$ cat src/rtl/fft_bitrev_buffer_if.sv
// Stream bundle for fft_bitrev_buffer: natural-order samples in, bit-reversed samples out.
interface fft_bitrev_buffer_if #(
  parameter int DATA_W = 32
);
  logic                     in_valid;
  logic                     in_ready;
  logic signed [DATA_W-1:0] in_real;
  logic signed [DATA_W-1:0] in_imag;
  logic                     out_valid;
  logic                     out_ready;
  logic signed [DATA_W-1:0] out_real;
  logic signed [DATA_W-1:0] out_imag;
  logic [2:0]               out_index;
  logic                     out_last;

  modport master (
    output in_valid, in_real, in_imag, out_ready,
    input  in_ready, out_valid, out_real, out_imag, out_index, out_last
  );

  modport slave (
    input  in_valid, in_real, in_imag, out_ready,
    output in_ready, out_valid, out_real, out_imag, out_index, out_last
  );
endinterface

$ cat src/rtl/fft_bitrev_buffer.sv
// 8-point FFT input reorder buffer: fills 8 samples in natural order, drains them bit-reversed.
// Optional macro FFT_IN_SCALE_EN pre-scales every stored sample by >>>3 for three radix-2 stages.
module fft_bitrev_buffer #(
  parameter int DATA_W = 32,
  parameter int N      = 8
) (
  input  logic                clk,
  input  logic                rst,
  fft_bitrev_buffer_if.slave  bus
);

  if (N != 8) begin : g_bad_n
    $error("fft_bitrev_buffer supports only N = 8");
  end

  typedef enum logic {FILL, DRAIN} state_e;

  typedef struct packed {
    logic [DATA_W-1:0] re;
    logic [DATA_W-1:0] im;
  } sample_t;

  state_e     state_q, state_d;
  logic [2:0] wr_cnt_q, wr_cnt_d;
  logic [2:0] rd_cnt_q, rd_cnt_d;
  logic       active_q, active_d;
  sample_t    mem_q [8];
  sample_t    mem_d [8];

  logic       in_fire;
  logic       out_fire;
  logic [2:0] rd_index;
  sample_t    wr_sample;

  function automatic logic [2:0] bitrev3(input logic [2:0] c);
    return {c[0], c[1], c[2]};
  endfunction

  always_comb begin
`ifdef FFT_IN_SCALE_EN
    wr_sample.re = bus.in_real >>> 3;
    wr_sample.im = bus.in_imag >>> 3;
`else
    wr_sample.re = bus.in_real;
    wr_sample.im = bus.in_imag;
`endif
  end

  // active_q keeps in_ready low until the first edge after reset releases.
  assign bus.in_ready  = active_q && (state_q == FILL);
  assign bus.out_valid = (state_q == DRAIN);
  assign rd_index      = bitrev3(rd_cnt_q);
  assign bus.out_index = rd_index;
  assign bus.out_real  = mem_q[rd_index].re;
  assign bus.out_imag  = mem_q[rd_index].im;
  assign bus.out_last  = bus.out_valid && (rd_cnt_q == 3'd7);

  assign in_fire  = bus.in_valid && bus.in_ready;
  assign out_fire = bus.out_valid && bus.out_ready;

  always_comb begin
    // NOTE: every _d gets its hold value first so no path through this block infers a latch.
    state_d  = state_q;
    wr_cnt_d = wr_cnt_q;
    rd_cnt_d = rd_cnt_q;
    active_d = 1'b1;
    mem_d    = mem_q;

    unique case (state_q)
      FILL: begin
        if (in_fire) begin
          mem_d[wr_cnt_q] = wr_sample;
          wr_cnt_d        = wr_cnt_q + 3'd1;
          if (wr_cnt_q == 3'd7) state_d = DRAIN;
        end
      end
      DRAIN: begin
        if (out_fire) begin
          rd_cnt_d = rd_cnt_q + 3'd1;
          if (rd_cnt_q == 3'd7) state_d = FILL;
        end
      end
      default: state_d = FILL;
    endcase
  end

  // NOTE: state updates use <= so every flop samples the pre-edge values of its peers.
  always_ff @(posedge clk or posedge rst) begin
    if (rst) begin
      state_q  <= FILL;
      wr_cnt_q <= 3'd0;
      rd_cnt_q <= 3'd0;
      active_q <= 1'b0;
      // NOTE: the sample array is reset because outputs read it directly and must be zero in reset.
      for (int i = 0; i < 8; i++) mem_q[i] <= '0;
    end else begin
      state_q  <= state_d;
      wr_cnt_q <= wr_cnt_d;
      rd_cnt_q <= rd_cnt_d;
      active_q <= active_d;
      mem_q    <= mem_d;
    end
  end

endmodule

$ cat src/flat_wrapper.sv
// flat-port wrapper written by rule: the top's interface ports become plain ports
module fft_bitrev_buffer_flat 
#(
  parameter int DATA_W = 32,
  parameter int N      = 8
)
  (clk, rst, bus_in_valid, bus_in_real, bus_in_imag, bus_out_ready, bus_in_ready, bus_out_valid, bus_out_real, bus_out_imag, bus_out_index, bus_out_last);
  fft_bitrev_buffer_if #(.DATA_W(DATA_W)) bus_i ();
  input  logic clk;
  input  logic rst;
  input wire logic [$bits(bus_i.in_valid)-1:0] bus_in_valid;
  input wire logic [$bits(bus_i.in_real)-1:0] bus_in_real;
  input wire logic [$bits(bus_i.in_imag)-1:0] bus_in_imag;
  input wire logic [$bits(bus_i.out_ready)-1:0] bus_out_ready;
  output wire logic [$bits(bus_i.in_ready)-1:0] bus_in_ready;
  output wire logic [$bits(bus_i.out_valid)-1:0] bus_out_valid;
  output wire logic [$bits(bus_i.out_real)-1:0] bus_out_real;
  output wire logic [$bits(bus_i.out_imag)-1:0] bus_out_imag;
  output wire logic [$bits(bus_i.out_index)-1:0] bus_out_index;
  output wire logic [$bits(bus_i.out_last)-1:0] bus_out_last;
  assign bus_i.in_valid = bus_in_valid;
  assign bus_i.in_real = bus_in_real;
  assign bus_i.in_imag = bus_in_imag;
  assign bus_i.out_ready = bus_out_ready;
  assign bus_in_ready = bus_i.in_ready;
  assign bus_out_valid = bus_i.out_valid;
  assign bus_out_real = bus_i.out_real;
  assign bus_out_imag = bus_i.out_imag;
  assign bus_out_index = bus_i.out_index;
  assign bus_out_last = bus_i.out_last;
  fft_bitrev_buffer #(.DATA_W(DATA_W), .N(N)) u_core (.clk(clk), .rst(rst), .bus(bus_i));
endmodule
$ cat config.mk
export PLATFORM = sky130hd
export DESIGN_NAME = fft_bitrev_buffer_flat
export DESIGN_NICKNAME = d
export VERILOG_FILES = /design/src/rtl/fft_bitrev_buffer_if.sv /design/src/rtl/fft_bitrev_buffer.sv /design/src/flat_wrapper.sv
export SDC_FILE = /design/constraint.sdc
export NUM_CORES = 1
export LEC_CHECK = 0
export ABC_AREA = 1
export BUFFER_PORTS_ARGS = -buffer_cell sky130_fd_sc_hd__buf_2
export CORE_AREA = 2 2 246 248
export CTS_BUF_LIST = sky130_fd_sc_hd__clkbuf_2
export DETAILED_ROUTE_END_ITERATION = 8
export DIE_AREA = 0 0 248 250
export PLACE_DENSITY = 0.66
export SYNTH_ARGS = -nofsm -noshare
export SYNTH_HDL_FRONTEND = slang
export SYNTH_SLANG_ARGS = --single-unit
$ cat constraint.sdc
create_clock -name clk -period 25.9 [get_ports clk]
set_input_delay 5.18 -clock clk [delete_from_list [all_inputs] [get_ports clk]]
set_output_delay 5.18 -clock clk [all_outputs]
set_load 0.1 [all_outputs]
==> impl_summary.log <==
INFO  metric status = complete, no violations
INFO  metric final_core_utilization = 46.22%
INFO  metric setup_violations = 0
INFO  metric hpwl = between 30000 and 40000 um
INFO  metric finalWeightedCongestion = 0.7451
INFO  metric via_count_of_the_first_global_routing_pass = approximately 21000
INFO  metric floorplan.initialDensity = 43.35%
INFO  metric netlist_area = roughly 26000 um2
INFO  metric post_detailed_route_count_of_antenna_violating_nets = 0
INFO  metric timing.hold.worst.class = flip-flop to flip-flop
INFO  metric cts_inserted_buffers = 140
INFO  metric worstSetupEndpointType = output port
INFO  metric grt_remaining_overflow = 0
INFO  metric ys_seq_elements = between 500 and 600
INFO  metric synth_nets = ~3600
INFO  metric drt_wl_total = about 68000 um
INFO  metric postCtsResizedCells = 0
INFO  metric postCtsSetupRepairBufs = 0
INFO  metric final_critical_path_share_of_the_clock_period = 38.96%
INFO  metric flow.area_growth_from_synthesis = 6.618%
INFO  metric max_clock_freq = 99.10 MHz
INFO  metric crit_path_end = bus_out_real[2]
INFO  metric relSlewSlack = between 20% and 30%
INFO  metric synthMostInstantiatedCell = sky130_fd_sc_hd__nand2_1
INFO  metric synth.top_cell.area_share = roughly 50%
INFO  metric vias = 21750
INFO  metric grt_first_pass_wirelength = 112000 um
INFO  metric r2r_cells = 6
INFO  metric cts_buffer_depth = 3
INFO  metric clock_sink_count = between 500 and 600
INFO  metric synth_async_sr_flop_share = 100.0%
INFO  metric rrSetupSlack = 22890 ps
INFO  metric clock-skew-final = slightly above 40 ps
INFO  metric detail_route.first_pass.iterations = 6
INFO  metric worstReg2RegStart = u_core.bus.out_valid
INFO  metric final_max_slew_viols = 0
INFO  metric root_buffer = sky130_fd_sc_hd__clkbuf_2
INFO  metric core_area = 59570 um2
INFO  metric timing.critical_path.from_type = flip-flop
INFO  metric ctsHoldBuffers = 0
INFO  metric antenna_violations_before_repair = 8
INFO  metric clock_insertion_delay_worst_skew = 1300 ps
INFO  metric report.final.hold_viol_count = 0
INFO  metric critPathKind = flip-flop to output port
INFO  metric synth_enable_flop_cells = 0
INFO  metric synth_cells = 3538
INFO  metric maxCapViolations = 0
INFO  metric wl_per_cell = 15.39 um
INFO  metric synth_top_cells_by_count = sky130_fd_sc_hd__nand2_1 (1414), sky130_fd_sc_hd__dfrtp_1 (520), sky130_fd_sc_hd__inv_1 (518), sky130_fd_sc_hd__nand3_1 (325), sky130_fd_sc_hd__o21ai_1 (232)
INFO  metric viasPerCell = 4.892
INFO  metric cts_h_tree_depth = 4
INFO  metric sequential_cell_area = approximately 13000 um2
INFO  metric setup_total_neg_slack = 0 ps
INFO  metric synth.yosys.seq_area_share = between 50 and 60%
INFO  metric worstPathMaxFanout = 71
INFO  metric yosysUniqueCellTypes = 22
INFO  metric setup_repair_after_global_routing_missed_its_margin = false
INFO  metric finalWorstSetupSlack = 15810 ps
INFO  metric post_route_cells_drive_above_1_share = roughly 11%
INFO  metric finalCriticalPeriod = approximately 10000 ps
INFO  metric worst_ep_arrival_time = 4910 ps
INFO  metric remaining_drc_errors = 0
INFO  metric detailedRoute.firstIterationViolations = 1799
INFO  metric final.fill_count = about 6100
INFO  metric worst_r2r_endpoint = u_core.mem_q[191]
INFO  metric num-nets-final = ~3600
INFO  metric top_level_ports = between 100 and 150
INFO  metric syn_area_per_cell = roughly 7.3 um2
INFO  metric floorplan.rows = 90
INFO  metric yosysTopAreaCell = sky130_fd_sc_hd__dfrtp_1
INFO  metric worst_slew_pin_slew = about 1200 ps
INFO  metric dominantRegCellSynth = sky130_fd_sc_hd__dfrtp_1
INFO  metric pre_cts_ws = about 17000 ps
INFO  metric synth.top_cells.by_area = sky130_fd_sc_hd__dfrtp_1 (50%), sky130_fd_sc_hd__nand2_1 (21%), sky130_fd_sc_hd__inv_1 (7.5%)
INFO  metric multiInputGateArea = around 9400 um2
INFO  metric critPathLaunch = u_core.rd_cnt_q[1]
INFO  metric die_w = approximately 250 um
INFO  metric cts_tree = done
INFO  metric dieArea = approximately 62000 um2
INFO  metric port_buffers = ~140
INFO  metric synth.yosys.warnings = 0
INFO  metric clk_transition_reported_paths = ~110 ps
INFO  metric die_height = 250 um
INFO  metric hold_slack = roughly 480 ps
INFO  metric crit_required = between 20000 and 25000 ps
INFO  metric globalRouteTotalUtil = 22.75%
INFO  metric pin_count_of_the_biggest_net_entering_global_routing = between 150 and 200
[kinds of logic (layout without fill, tap and decap cells)]
kind of cell               after synthesis  after routing  synth area share, %
xor gates and xnor gates                 2              2              0.06784
AOI/OAI and AO/OA                      454            454                8.808
buffers and inverters                  804            925                13.38
DFF                                    520            520                50.39
adders and majority gates                4              4               0.1938
other                                    1              5              0.01452
and+or+nand+nor                       1753           1753                27.15
[state kept, by name (all words and copies together) (netlist names)]
register and cells:
u_core.mem_q 512, u_core.rd_cnt_q 3, u_core.wr_cnt_q 3, u_core.active_q 1, u_core.bus.out_valid 1
[stage by stage]
| stage | area (um2) | std cells |
|---|---|---|
| after floorplan | 25830 | 3538 |
| after global placement | 26290 | 4200 |
| after detailed placement | 26290 | 4200 |
| after CTS | 27530 | 4441 |
| after global routing | 27530 | 4444 |
| final | 27540 | 4445 |
[cells in the final DEF (no fill, tap or decap), drive strengths merged]
cell type	count
nand3	326
a21o	1
clkbuf	212
xor2	2
buf	161
conb	1
diode	4
clkinvlp	4
a21oi	3
clkinv	17
dfrtp	520
o21ai	450
nor2	11
bufinv	2
inv	529
ha	4
nand2	1415
nor3	1
[routing by layer]
layer / GRT usage [%] / vias up / wire length, um
met3: 4.958 / 109 / 4240
met4: 8.109 / 10 / 1388
met5: 0 / - / 60
li1: - / 10820 / -
met1: 30.43 / 10230 / 31350
met2: 36.28 / 573 / 31350
[how the worst min path moves through the flow]
stage / from / to / slack (ps) / cells past startpoint
after global placement: u_core.mem_q[91] / u_core.mem_q[91] / 450 / 2
after floorplan: u_core.mem_q[100] / u_core.mem_q[100] / 440 / 2
after CTS: u_core.mem_q[85] / u_core.mem_q[85] / 480 / 2
after detailed placement: u_core.mem_q[101] / u_core.mem_q[101] / 460 / 2
final: u_core.mem_q[92] / u_core.mem_q[92] / 480 / 2
after global routing: u_core.mem_q[122] / u_core.mem_q[122] / 490 / 2
[worst max-delay path, cell delays in order, from the launching register on]
cell and delay (ps):
sky130_fd_sc_hd__dfrtp_4 870, sky130_fd_sc_hd__inv_4 770, sky130_fd_sc_hd__buf_4 920, sky130_fd_sc_hd__nand3_1 150, sky130_fd_sc_hd__nand2_1 90, sky130_fd_sc_hd__nand2_1 50
sky130_fd_sc_hd__nand2_1 210, sky130_fd_sc_hd__buf_2 460
[layout make-up]
type	instances	area share (%)
inverter	523	7.193
clock buffer	212	3.853
tap	782	3.553
clock inverter	29	0.6498
antenna	4	0.03635
sequential	520	47.29
multi-input combinational	2214	34.19
timing repair buffer	161	3.235
Power is not shown: default switching activity piles up to over one toggle a cycle in this logic, so the estimate is an artifact.
